### src/rtl/dds_sweep_ctrl.sv
// -----------------------------------------------------------------------------
// dds_sweep_ctrl
//   Sweep sequencer for the dds_wave phase-accumulator core. It drives the
//   frequency word (k_out) from a start value towards a stop value in fixed
//   increments. Each value is held for a programmable dwell. Three run modes
//   are supported: single ramp, repeating sawtooth and continuous triangle.
//   The phase word (p_out) holds the configured offset for the whole run.
//
// Ports
//   clk, rst              rising-edge clock, synchronous active-high reset
//   cfg_valid/cfg_ready   configuration handshake; accepted only in IDLE
//   cfg_k_start/stop/step sweep bounds and increment (KW bits)
//   cfg_dwell             cycles each K is held; 0 behaves as 1
//   cfg_mode              00 single, 01 sawtooth, 10 triangle, 11 single
//   cfg_phase             phase offset presented on p_out during a run
//   start, abort          run control; abort wins over everything
//   k_out, p_out          registered words to the DDS core
//   busy                  high while ramping up or down
//   done                  one-cycle pulse at the normal end of a single sweep
//   step_tick             one-cycle pulse on every K update inside a run
// -----------------------------------------------------------------------------
module dds_sweep_ctrl #(
  parameter int KW = 32,
  parameter int PW = 11,
  parameter int DW = 16
) (
  input  logic          clk,
  input  logic          rst,
  input  logic          cfg_valid,
  output logic          cfg_ready,
  input  logic [KW-1:0] cfg_k_start,
  input  logic [KW-1:0] cfg_k_stop,
  input  logic [KW-1:0] cfg_k_step,
  input  logic [DW-1:0] cfg_dwell,
  input  logic [1:0]    cfg_mode,
  input  logic [PW-1:0] cfg_phase,
  input  logic          start,
  input  logic          abort,
  output logic [KW-1:0] k_out,
  output logic [PW-1:0] p_out,
  output logic          busy,
  output logic          done,
  output logic          step_tick
);

  localparam logic [1:0] S_IDLE = 2'd0;
  localparam logic [1:0] S_UP   = 2'd1;
  localparam logic [1:0] S_DOWN = 2'd2;

  localparam logic [1:0] MODE_SAW = 2'b01;
  localparam logic [1:0] MODE_TRI = 2'b10;

  logic [1:0]    state_q,     state_d;
  logic [KW-1:0] k_q,         k_d;
  logic [PW-1:0] p_q,         p_d;
  logic          busy_q,      busy_d;
  logic          done_q,      done_d;
  logic          tick_q,      tick_d;
  logic [DW-1:0] dwell_cnt_q, dwell_cnt_d;

  // Shadow configuration captured on the handshake.
  logic [KW-1:0] start_q, start_d;
  logic [KW-1:0] stop_q,  stop_d;
  logic [KW-1:0] step_q,  step_d;
  logic [DW-1:0] dwell_q, dwell_d;
  logic [1:0]    mode_q,  mode_d;
  logic [PW-1:0] phase_q, phase_d;

  logic          cfg_fire;
  logic [KW-1:0] eff_start;
  logic [PW-1:0] eff_phase;
  logic [DW-1:0] dwell_eff;
  logic          dwell_end;
  logic          degenerate;
  logic          is_single;
  logic [KW:0]   up_sum;
  logic [KW:0]   start_sum;
  logic [KW:0]   down_diff;
  logic [KW-1:0] up_next;
  logic [KW-1:0] up_from_start;
  logic [KW-1:0] down_next;

  assign cfg_ready = (state_q == S_IDLE) & ~rst;
  assign cfg_fire  = cfg_valid & cfg_ready;

  // A start in the same cycle as a handshake uses the words being loaded.
  assign eff_start = cfg_fire ? cfg_k_start : start_q;
  assign eff_phase = cfg_fire ? cfg_phase   : phase_q;

  assign dwell_eff  = (dwell_q == '0) ? DW'(1) : dwell_q;
  assign dwell_end  = (dwell_cnt_q == dwell_eff - DW'(1));
  assign degenerate = (step_q == '0) || (start_q >= stop_q);
  assign is_single  = (mode_q != MODE_SAW) && (mode_q != MODE_TRI);

  // One extra bit on the sum/difference so a carry or borrow is seen as out of
  // range and clamps instead of wrapping around the K word.
  assign up_sum        = {1'b0, k_q} + {1'b0, step_q};
  assign start_sum     = {1'b0, start_q} + {1'b0, step_q};
  assign down_diff     = {1'b0, k_q} - {1'b0, step_q};
  assign up_next       = (up_sum > {1'b0, stop_q}) ? stop_q : up_sum[KW-1:0];
  assign up_from_start = (start_sum > {1'b0, stop_q}) ? stop_q : start_sum[KW-1:0];
  assign down_next     = (down_diff[KW] || (down_diff[KW-1:0] < start_q)) ?
                         start_q : down_diff[KW-1:0];

  // NOTE: every signal written here gets a default first, so no path leaves it
  // unassigned and no latch is inferred.
  always_comb begin
    state_d     = state_q;
    k_d         = k_q;
    p_d         = p_q;
    busy_d      = busy_q;
    done_d      = 1'b0;
    tick_d      = 1'b0;
    dwell_cnt_d = dwell_cnt_q;
    start_d     = start_q;
    stop_d      = stop_q;
    step_d      = step_q;
    dwell_d     = dwell_q;
    mode_d      = mode_q;
    phase_d     = phase_q;

    if (cfg_fire) begin
      start_d = cfg_k_start;
      stop_d  = cfg_k_stop;
      step_d  = cfg_k_step;
      dwell_d = cfg_dwell;
      mode_d  = cfg_mode;
      phase_d = cfg_phase;
    end

    if (abort) begin
      state_d = S_IDLE;
      k_d     = '0;
      busy_d  = 1'b0;
    end else begin
      case (state_q)
        S_IDLE: begin
          if (start) begin
            k_d         = eff_start;
            p_d         = eff_phase;
            dwell_cnt_d = '0;
            busy_d      = 1'b1;
            state_d     = S_UP;
          end
        end
        S_UP: begin
          if (!dwell_end) begin
            dwell_cnt_d = dwell_cnt_q + DW'(1);
          end else begin
            dwell_cnt_d = '0;
            if (degenerate || ((k_q == stop_q) && is_single)) begin
              state_d = S_IDLE;
              busy_d  = 1'b0;
              done_d  = 1'b1;
            end else if (k_q != stop_q) begin
              k_d    = up_next;
              tick_d = 1'b1;
            end else if (mode_q == MODE_SAW) begin
              k_d    = start_q;
              tick_d = 1'b1;
            end else begin
              k_d     = down_next;
              state_d = S_DOWN;
              tick_d  = 1'b1;
            end
          end
        end
        S_DOWN: begin
          if (!dwell_end) begin
            dwell_cnt_d = dwell_cnt_q + DW'(1);
          end else begin
            dwell_cnt_d = '0;
            tick_d      = 1'b1;
            if (k_q != start_q) begin
              k_d = down_next;
            end else begin
              k_d     = up_from_start;
              state_d = S_UP;
            end
          end
        end
        default: begin
          state_d = S_IDLE;
          busy_d  = 1'b0;
        end
      endcase
    end
  end

  // NOTE: state is updated with non-blocking assignments so every flop samples
  // the values from before the edge, independent of statement order.
  always_ff @(posedge clk) begin
    if (rst) begin
      state_q     <= S_IDLE;
      k_q         <= '0;
      p_q         <= '0;
      busy_q      <= 1'b0;
      done_q      <= 1'b0;
      tick_q      <= 1'b0;
      dwell_cnt_q <= '0;
      start_q     <= '0;
      stop_q      <= '0;
      step_q      <= '0;
      dwell_q     <= '0;
      mode_q      <= '0;
      phase_q     <= '0;
    end else begin
      state_q     <= state_d;
      k_q         <= k_d;
      p_q         <= p_d;
      busy_q      <= busy_d;
      done_q      <= done_d;
      tick_q      <= tick_d;
      dwell_cnt_q <= dwell_cnt_d;
      start_q     <= start_d;
      stop_q      <= stop_d;
      step_q      <= step_d;
      dwell_q     <= dwell_d;
      mode_q      <= mode_d;
      phase_q     <= phase_d;
    end
  end

  assign k_out     = k_q;
  assign p_out     = p_q;
  assign busy      = busy_q;
  assign done      = done_q;
  assign step_tick = tick_q;

endmodule

### config.mk
export PLATFORM = sky130hd
export DESIGN_NAME = dds_sweep_ctrl
export DESIGN_NICKNAME = d
export VERILOG_FILES = /design/src/rtl/dds_sweep_ctrl.sv
export SDC_FILE = /design/constraint.sdc
export NUM_CORES = 1
export LEC_CHECK = 0
export BUFFER_PORTS_ARGS = -buffer_cell sky130_fd_sc_hd__buf_2
export CAP_MARGIN = 30
export CORE_MARGIN = 1.5
export CORE_UTILIZATION = 50
export DETAILED_ROUTE_END_ITERATION = 7
export PLACE_DENSITY = 0.7
export SLEW_MARGIN = 20
export SYNTH_ARGS = -nofsm -noshare
export SYNTH_HDL_FRONTEND = slang
export SYNTH_SLANG_ARGS = --single-unit
export TNS_END_PERCENT = 5
### constraint.sdc
create_clock -name clk -period 5.8 [get_ports clk]
set_input_delay 0.87 -clock clk [delete_from_list [all_inputs] [get_ports clk]]
set_output_delay 0.87 -clock clk [all_outputs]
set_load 0.005 [all_outputs]
==> flow_summary.ini <==
[power]
peakVddDrop_uv = 292
power_w = 0.00605
pwr-share-comb_pct = 55.7
power_frac_seq_pct = 24.5
power-per-cell-area_nw_per_um2 = 255
clockPowerShare_pct = 19.8
power_switching_share_pct = 44.8
internal_power_w = 0.00334
power.leakage_nw = 10.6
power.switching_w = 0.00271

[sta]
hold_viol_final = 0
tightestPinTransition_ns = 1.09
holdWs_ns = 0.495
fin_skew_ns = 0.0202
setup_viol = 0
finalSetupTns_ns = 0
drv_slew = 0
fmax_ghz = 0.174
max_slew_margin_pct = 27.2
period_needed_ns = 5.75
fin_crit_sh_pct = 99.1

[global_routing]
grt_pass1_vias = 20400
grt_max_degree = 82
grt-ovfl-total = 0
track_usage_pct = 44.2
antenna_found_initial = 2
grt_pass1_wl_um = 127000

[worst_setup_path]
critPathLaunchType = flip-flop
setup.worst_path.end_class = flip-flop
critical_path_class = flip-flop to flip-flop
arrival_ns = 6.15
required_ns = 6.20
cp_max_fo = 10

[synth]
syn_area_per_cell_um2 = 7.71
synth_common_cells = ha_1 (230), nand2_1 (224), nor2_1 (197)
yosysMostFrequentCell = ha_1
synth_area_um2 = 18900
synth_seq_cells = 189
synth_area_leaders = dfxtp_1 (20%), ha_1 (15%), a21oi_1 (4.7%), nand2_1 (4.4%), xnor2_1 (4.4%)
async_reset_ff_share_pct = 0
synth.distinct_cells = 97
syn-num-nets = 2819
synth_top_area_share_pct = 20.0
synth_edf_count = 0
yosys_warnings = 0
yosysSeqAreaShare_pct = 20.0
synth-main-ff-cell = dfxtp_1
syn_inst = 2456
yosysTopAreaCell = dfxtp_1

[die]
core_um2 = 37500
start_util_pct = 50.5
rows = 71
io_pins = 177
dieWidth_um = 198
die_height_um = 198
die_area_um2 = 39100

[clock_network]
clock-sinks = 189
cts_tree = done
cts_inserted_buffers = 17
ctsHoldBuffers = 0
clkTransAtPathRegs_ns = 0.08
clockBufferDepth = 2
htreeDepth = 4
clock-root-buffer = clkbuf_16
clk_latency_ns = 0.52

[layout]
fin_nets = 3245
syn2layout_area_growth_pct = 25.4
layout.area.seq_um2 = 3790
fill_cells = 3402
multi_input_comb_area_um2 = 14500
drive_gt1_share_pct = 24.0

[route]
drc_errors = 0
wl_per_cell_um = 25.7
vias = 21900
drt_wl_total_um = 87700
drt_iter0_drc = 2297
drtAntennaViolNets = 0
firstDrtPassIters = 6
via_per_inst = 6.42

[flow_run]
maxCapViolations = 0

[placement]
dp_hpwl_um = 69800
gp_congestion = 1.08
io_buffers = 176

[min_path]
hp-class = flip-flop to flip-flop

[outcome]
status = finished clean
[final cells by class]
| class | instances | area share [%] |
|---|---|---|
| Inverter | 152 | 2.40 |
| Antenna cell | 2 | 0.0211 |
| Timing Repair Buffer | 529 | 15.6 |
| Clock inverter | 11 | 0.406 |
| Tap cell | 511 | 2.69 |
| Clock buffer | 20 | 1.88 |
| Sequential cell | 189 | 15.9 |
| Multi-Input combinational cell | 1993 | 61.1 |
[per-layer routing]
metal  vias up  track usage (%)  routed length, um  share of wire [%]
li1       9905                -                  -                  -
met1     10300             57.3              34900                 40
met2      1366             66.4              36900                 42
met3       314             10.2               9950                 11
met4         0             27.3               5980                6.8
met5         -                0                  0                  0
[through the flow]
step,cell area [um^2],cells,utilization (%),setup slack [ns]
after floorplan,18900,2456,-,0.549
after global placement,22500,3354,60.1,-0.321
after detailed placement,22600,3356,60.2,-0.416
after CTS,23300,3393,62.1,-0.0513
after global routing,23800,3405,63.4,-0.0364
final,23800,3407,63.4,0.0496
[cells by family (layout without fill, tap and decap cells)]
group,after synthesis,count (layout),share of synthesized area (%)
AO/OA/AOI/OAI,755,755,28.0
buffers and inverters,274,712,5.95
other,0,2,0
AND/OR/NAND/NOR,796,796,20.5
adder cells (fa/ha/maj),233,233,15.5
flip-flops,189,189,20.0
multiplexers,47,47,2.64
XOR/XNOR,162,162,7.49
[power by group through the flow]
stage,Clock [W],Combinational [W],Sequential [W]
after floorplan,0,0.00171,0.00149
after global placement,0,0.00297,0.00150
after detailed placement,0,0.00301,0.00151
after CTS,0.00121,0.00311,0.00148
after global routing,0.00125,0.00354,0.00149
final,0.00120,0.00337,0.00148
[cell usage in the layout (no fill, tap or decap), types with 11 or more instances in the layout]
master / count
a31o_1: 11
buf_2: 175
a21o_1: 59
a211o_1: 13
xor2_1: 66
a31oi_1: 20
clkbuf_16: 17
o211ai_1: 40
a211oi_1: 38
nand2_1: 224
o21a_1: 12
nor4_1: 32
dfxtp_1: 187
nor2b_1: 24
o21bai_1: 11
o31ai_1: 75
a21oi_1: 173
nor3_1: 70
mux2_2: 13
mux2i_1: 22
buf_4: 340
or3_1: 13
o21ai_0: 113
and3_1: 24
inv_1: 148
ha_1: 224
and2_1: 13
nand3_1: 64
nor2_1: 190
xnor2_1: 92
nand4_1: 40
nand2b_1: 35
a221oi_2: 21
o21ai_1: 14
mux2_1: 11
[worst paths after layout]
check | cells past startpoint | startpoint | slack (ns) | endpoint
worst min register to register | 2 | mode_q[0] | 0.49 | mode_q[0]
worst min-delay path | 2 | mode_q[0] | 0.49 | mode_q[0]
worst max register to register | 23 | step_q[9] | 0.05 | k_out[25]
worst max-delay path | 23 | step_q[9] | 0.05 | k_out[25]
[state kept, by name, summed over array words and instances (netlist names)]
| signal | cells |
|---|---|
| dwell_q | 16 |
| dwell_cnt_q | 16 |
| phase_q | 11 |
| step_q | 32 |
| stop_q | 32 |
| state_q | 2 |
| done | 1 |
| start_q | 32 |
| k_out | 32 |
| p_out | 11 |
| mode_q | 2 |
| busy | 1 |
| step_tick | 1 |
[worst max-delay path, cell delays in order (launching register included)]
cell	delay (ns)
dfxtp_1	0.36
inv_1	0.09
ha_1	0.29
buf_4	0.18
and3_1	0.27
nand4_1	0.18
buf_4	0.19
o21ai_4	0.19
a41oi_2	0.14
buf_4	0.21
o21bai_1	0.19
xor2_1	0.42
ha_1	0.28
nand4_1	0.22
a21oi_1	0.35
a2111oi_4	0.10
o41a_1	0.19
buf_4	0.18
nor4_4	0.47
o22ai_2	0.18
buf_4	0.20
a221oi_1	0.31
o221ai_1	0.18
a32o_1	0.26
[repair_timing]
| item | 4_1_cts | 5_1_grt |
|---|---|---|
| endpoints found under the setup margin | 32 | 32 |
| resized for setup | 25 | 68 |
| buffers inserted | 6 | 11 |
| pin swaps | 4 | 25 |
| hold endpoints to repair | 0 | 0 |
Power figures use the tool's default switching activity.
